--- src/rtl/lb_timer_pkg.sv ---
// Shared definitions for the round-robin tick-timer arbiter: default sizes and FSM state encoding.
package lb_timer_pkg;

    localparam int DEF_NREQ = 4;
    localparam int DEF_N    = 20;

    typedef enum logic [1:0] {
        ST_IDLE  = 2'd0,
        ST_COUNT = 2'd1,
        ST_DONE  = 2'd2
    } state_e;

endpackage

--- src/rtl/lb_tick_counter.sv ---
// Loadable up-counter: load latches the terminal count and clears the count;
// enable advances the count until it reaches the terminal count.
module lb_tick_counter
    import lb_timer_pkg::*;
#(
    parameter int N = DEF_N
) (
    input  logic         clk,
    input  logic         reset,
    input  logic         load_i,
    input  logic         en_i,
    input  logic [N-1:0] tc_i,
    output logic         at_tc_o
);

    logic [N-1:0] cnt_q;
    logic [N-1:0] tc_q;

    assign at_tc_o = (cnt_q == tc_q);

    // The count stops at the terminal value, so it can never wrap.
    always_ff @(posedge clk) begin
        if (reset) begin
            cnt_q <= '0;
            tc_q  <= '0;
        end else if (load_i) begin
            cnt_q <= '0;
            tc_q  <= tc_i;
        end else if (en_i && !at_tc_o) begin
            cnt_q <= cnt_q + N'(1);
        end
    end

endmodule

--- src/rtl/lb_timer_arbiter.sv ---
// Shares one tick counter among NREQ requesters; round-robin grant, one done pulse per
// completed count, abandon when the owner drops its request.
//
// state | meaning
// IDLE  | no owner; arbitrate pending requests
// COUNT | owner holds the counter, counting toward its terminal count
// DONE  | one-cycle done pulse to the owner, then release
module lb_timer_arbiter
    import lb_timer_pkg::*;
#(
    parameter  int NREQ = DEF_NREQ,
    parameter  int N    = DEF_N,
    localparam int IDW  = (NREQ > 1) ? $clog2(NREQ) : 1
) (
    input  logic              clk,
    input  logic              reset,
    input  logic [NREQ-1:0]   req,
    input  logic [NREQ*N-1:0] value,
    input  logic              en,
    output logic [NREQ-1:0]   grant,
    output logic [NREQ-1:0]   done,
    output logic              busy,
    output logic [IDW-1:0]    cur_id
);

    localparam logic [IDW-1:0] LAST_ID = IDW'(NREQ - 1);

    state_e         state_q, state_d;
    logic [IDW-1:0] cur_id_q, cur_id_d;
    logic [IDW-1:0] rr_ptr_q, rr_ptr_d;
    logic [IDW-1:0] rr_next;
    logic [IDW-1:0] cand;
    logic [IDW-1:0] win_id;
    logic           win_found;
    logic [N-1:0]   tc_sel;
    logic           cnt_load;
    logic           cnt_en;
    logic           at_tc;

    // Round-robin search starting at rr_ptr_q, wrapping at NREQ.
    always_comb begin
        win_found = 1'b0;
        win_id    = '0;
        cand      = rr_ptr_q;
        for (int k = 0; k < NREQ; k++) begin
            if (!win_found && req[cand]) begin
                win_found = 1'b1;
                win_id    = cand;
            end
            cand = (cand == LAST_ID) ? '0 : cand + IDW'(1);
        end
    end

    always_comb begin
        tc_sel = '0;
        for (int k = 0; k < NREQ; k++) begin
            if (win_id == IDW'(k)) begin
                tc_sel = value[k*N +: N];
            end
        end
    end

    assign rr_next = (cur_id_q == LAST_ID) ? '0 : cur_id_q + IDW'(1);

    always_ff @(posedge clk) begin
        if (reset) begin
            state_q  <= ST_IDLE;
            cur_id_q <= '0;
            rr_ptr_q <= '0;
        end else begin
            state_q  <= state_d;
            cur_id_q <= cur_id_d;
            rr_ptr_q <= rr_ptr_d;
        end
    end

    always_comb begin
        state_d  = state_q;
        cur_id_d = cur_id_q;
        rr_ptr_d = rr_ptr_q;
        case (state_q)
            ST_IDLE: begin
                if (win_found) begin
                    state_d  = ST_COUNT;
                    cur_id_d = win_id;
                end
            end
            ST_COUNT: begin
                // Abandon outranks completion when the owner lets go.
                if (!req[cur_id_q]) begin
                    state_d  = ST_IDLE;
                    rr_ptr_d = rr_next;
                end else if (en && at_tc) begin
                    state_d = ST_DONE;
                end
            end
            ST_DONE: begin
                state_d  = ST_IDLE;
                rr_ptr_d = rr_next;
            end
            default: state_d = ST_IDLE;
        endcase
    end

    always_comb begin
        grant    = '0;
        done     = '0;
        busy     = (state_q != ST_IDLE);
        cnt_load = (state_q == ST_IDLE) && win_found;
        cnt_en   = (state_q == ST_COUNT) && req[cur_id_q] && en;
        for (int k = 0; k < NREQ; k++) begin
            grant[k] = busy && (cur_id_q == IDW'(k));
            done[k]  = (state_q == ST_DONE) && (cur_id_q == IDW'(k));
        end
    end

    assign cur_id = cur_id_q;

    lb_tick_counter #(.N(N)) u_tick_counter (
        .clk    (clk),
        .reset  (reset),
        .load_i (cnt_load),
        .en_i   (cnt_en),
        .tc_i   (tc_sel),
        .at_tc_o(at_tc)
    );

endmodule

--- config.mk ---
export PLATFORM = sky130hd
export DESIGN_NAME = lb_timer_arbiter
export DESIGN_NICKNAME = d
export VERILOG_FILES = /design/src/rtl/lb_timer_pkg.sv /design/src/rtl/lb_tick_counter.sv /design/src/rtl/lb_timer_arbiter.sv
export SDC_FILE = /design/constraint.sdc
export NUM_CORES = 1
export LEC_CHECK = 0
export ABC_CLOCK_PERIOD_IN_PS = 2200
export BUFFER_PORTS_ARGS = -buffer_cell sky130_fd_sc_hd__buf_2
export CAP_MARGIN = 5
export CORE_MARGIN = 2
export CORE_UTILIZATION = 40
export CTS_CLUSTER_SIZE = 20
export DETAILED_ROUTE_END_ITERATION = 12
export GPL_TIMING_DRIVEN = 0
export MAX_ROUTING_LAYER = met4
export PLACE_DENSITY_LB_ADDON = 0.25
export SLEW_MARGIN = 20
export SYNTH_ARGS = -nofsm -noshare
export SYNTH_HDL_FRONTEND = slang
export SYNTH_SLANG_ARGS = --single-unit
--- constraint.sdc ---
create_clock -name clk -period 2.2 [get_ports clk]
set_input_delay 0.44 -clock clk [delete_from_list [all_inputs] [get_ports clk]]
set_output_delay 0.44 -clock clk [all_outputs]
set_load 0.02 [all_outputs]
==> metrics <==
Clock Tree Buf Depth 2; vias per cell 5.38; CTS buffer count 5; Post-DP HPWL 6540 um; Fin Clk Skew 0.00577 ns; CTS tree yes; worst slew pin tran 0.561 ns; fin nets 554; Unique masters post-synth 53; GRT met1 Usage 23.9%; Final Setup Violations 24; mean area per synthesized cell 9.52 sq um; Die ar. 0.00888 sq mm; Worst-Skew Late Latency 0.30 ns; largest net degree at the start of global routing 14; Critical Path AT 2.54 ns; Post-DP Area 0.00389 sq mm; Req. time, crit path 2.38 ns; antenna viol nets, final 0; RD Place Congestion 0.852; WS Path Type flip-flop to flip-flop; fillers 719; Post-Syn Nets 435; Fmax 424 MHz; final setup TNS -2.92 ns; IO Pins 98; top post-synthesis cells by count 46 x dfxtp_1, 45 x mux2i_1, 27 x xnor2_1; leak pwr 1.84 nW; HP Start value[31]; Post-synth top flop dfxtp_1; final wirelength 8850 um; Rows 32; minimum clock period 2.36 ns; htree depth 2; switching power 0.999 mW; register area share after synthesis 28.3%; failing checks setup timing; initial antenna violation count 0; clock root buffer clkbuf_8; Top Usage Layer GRT met2; final worst-path setup slack -0.160 ns; flops & latches, synth 46; Worst R2R Path Depth 9; vias in the first global route 3,003; Die Wd 94.2 um; setup slack, reg-to-reg -0.16 ns; worst r2r src rr_ptr_q[1]$_SDFFE_PP0P_; max-cap violations 0; Hold-fix buffers, CTS 0; Hold Fails Final Rpt 0; Iteration-0 DRC Markers 92; Setup crit start kind flip-flop; met2 Track Usage GR 35.9%; Worst R2R End u_tick_counter.tc_q[1]$_SDFFE_PP0P_; top-count cell post-synth dfxtp_1; Initial Util 41.7%; GRT met3 Usage 3.53%; Sw Share 33.3%; Synth Warn # 0; Layout area overhead 32.0%; Worst Hold End u_tick_counter.tc_q[11]$_SDFFE_PP0P_; Synth area leaders dfxtp_1 28%, mux2i_1 14%, xnor2_1 7.3%, nand3b_1 6.0%, o221ai_1 5.1%; layout cells sized above 1 38.7%; period utilization 107%; first-pass GRT wire length 13,900 um; clock sink total 46; Max VDD drop 283 uV; post-route cell area 0.00430 sq mm; IO buf count 96; Post-synth EDFFs 0; synthesized area 0.00326 sq mm; routed len/inst 15.7 um; Slew Limit Headroom 62.4%; Inst Count DP 540; clk slew on worst S/H paths 0.09 ns; combinational power share 44.7%; RSZ-0062 raised after global routing true; Clk pwr share 21.0%; Post-Layout Cell Count 564; crit path capture type flip-flop; Mapped Cells 342; core area 0.00781 sq mm; async set-or-reset flop fraction in the synthesized netlist 0%; hold crit path type primary input to flip-flop; sequential power share 34.3%; total track usage 20.3%; # diodes 0; DRC viols 0; status finished with violations; pwr dens 698 mW/mm^2; Die H 94.2 um; Yosys top cell by area dfxtp_1; Int Pwr 2.00 mW; worst hold path depth 3; vias 3,032; Crit Path Max Fanout 10; pre-CTS setup slack -0.237 ns; DRT Pass-1 Iters 4; remaining global-route overflow 0; Slew Limit Fails 0; area share of the largest cell type after synthesis 28.3%
worst max-delay path by stage:
stage	start	endpoint	slack, ns	depth (start not counted)
final	rr_ptr_q[1]$_SDFFE_PP0P_	u_tick_counter.tc_q[1]$_SDFFE_PP0P_	-0.16	9
after CTS	rr_ptr_q[1]$_SDFFE_PP0P_	u_tick_counter.tc_q[11]$_SDFFE_PP0P_	-0.16	10
after global routing	rr_ptr_q[1]$_SDFFE_PP0P_	cur_id[0]$_SDFFE_PP0P_	-0.24	10
after detailed placement	req[3]	u_tick_counter.tc_q[1]$_SDFFE_PP0P_	-0.24	10
after global placement	req[3]	u_tick_counter.tc_q[3]$_SDFFE_PP0P_	-0.22	10
after floorplan	rr_ptr_q[0]$_SDFFE_PP0P_	u_tick_counter.tc_q[3]$_SDFFE_PP0P_	0.02	9
cell families (layout without fill, tap and decap cells):
group,Yosys count,after routing,share of synthesized area [%]
simple gates,110,110,21.5
fa+ha+maj,6,6,2.31
buf+inv,37,157,7.84
mux,51,51,17.3
flops,46,46,28.3
xor+xnor,27,27,7.26
compound gates,65,65,15.5
flip-flops by register name (all words and copies together), names as in the netlist:
| signal | cells |
|---|---|
| cur_id | 2 |
| rr_ptr_q | 2 |
| state_q | 2 |
| u_tick_counter.cnt_q | 20 |
| u_tick_counter.tc_q | 20 |
per-layer routing:
layer	share of wire [%]	up-vias	wire length, um
met5	0	-	0
met4	1.3	0	117
li1	-	1510	-
met1	42	1400	3720
met2	50	109	4440
met3	6.4	13	570
per-stage QoR:
stage | total power, mW | hold WS, ns | utilization [%]
detailed placement | 2.11 | 0.500 | 49.8
CTS | 2.89 | 0.442 | 53.3
floorplan | 1.83 | 0.486 | -
global placement | 2.10 | 0.506 | 49.8
finish | 3.00 | 0.442 | 55.0
global route | 3.16 | 0.442 | 55.0
repair_timing:
action,in CTS,in global routing
gates resized for setup,19,18
buffers inserted,7,8
setup endpoints to repair,33,43
gates cloned,2,1
pin swaps,8,11
power by group through the flow:
stage / combinational (mW) / clock [mW] / sequential [mW]
2_1_floorplan: 0.807 / 0 / 1.02
3_3_place_gp: 1.05 / 0 / 1.05
3_5_place_dp: 1.06 / 0 / 1.05
4_1_cts: 1.22 / 0.639 / 1.03
5_1_grt: 1.44 / 0.680 / 1.04
6_report: 1.34 / 0.629 / 1.03
layout by cell type, fill, tap and decap left out, types with 6 or more instances in the layout:
| cell | Yosys | final |
|---|---|---|
| xnor2_1 | 27 | 27 |
| a211oi_1 | 8 | 6 |
| a21oi_1 | 16 | 16 |
| o221ai_1 | 19 | 18 |
| mux2i_1 | 45 | 37 |
| nand3b_1 | 26 | 26 |
| buf_2 | 7 | 102 |
| nand4_1 | 11 | 11 |
| and3_1 | 7 | 6 |
| clkbuf_1 | 9 | 7 |
| buf_12 | 5 | 7 |
| mux2i_2 | 0 | 6 |
| inv_1 | 11 | 11 |
| buf_4 | 1 | 15 |
| nor2_1 | 19 | 17 |
| nor2b_1 | 7 | 7 |
| dfxtp_1 | 46 | 43 |
worst max-delay path: stages, from the launching register on:
cell and delay [ns]:
dfxtp_4 0.37, ha_4 0.26, buf_6 0.09, mux4_2 0.49, a211oi_2 0.15, a211o_1 0.17, buf_12 0.16, buf_12 0.16
mux2i_2 0.23, o221ai_1 0.14
area by class of cell:
| type | count | area (sq um) | share of cell area (%) |
|---|---|---|---|
| multi-input cells | 259 | 2180 | 50.8 |
| flip-flops and latches | 46 | 927 | 21.6 |
| repair buffers | 114 | 666 | 15.5 |
| plain buffers | 24 | 248 | 5.77 |
| well taps | 102 | 128 | 2.97 |
| clock buffers | 7 | 76.3 | 1.78 |
| inverters | 11 | 41.3 | 0.961 |
| clock inverters | 1 | 30.0 | 0.699 |
No activity file was read; power rests on OpenSTA's default activity.
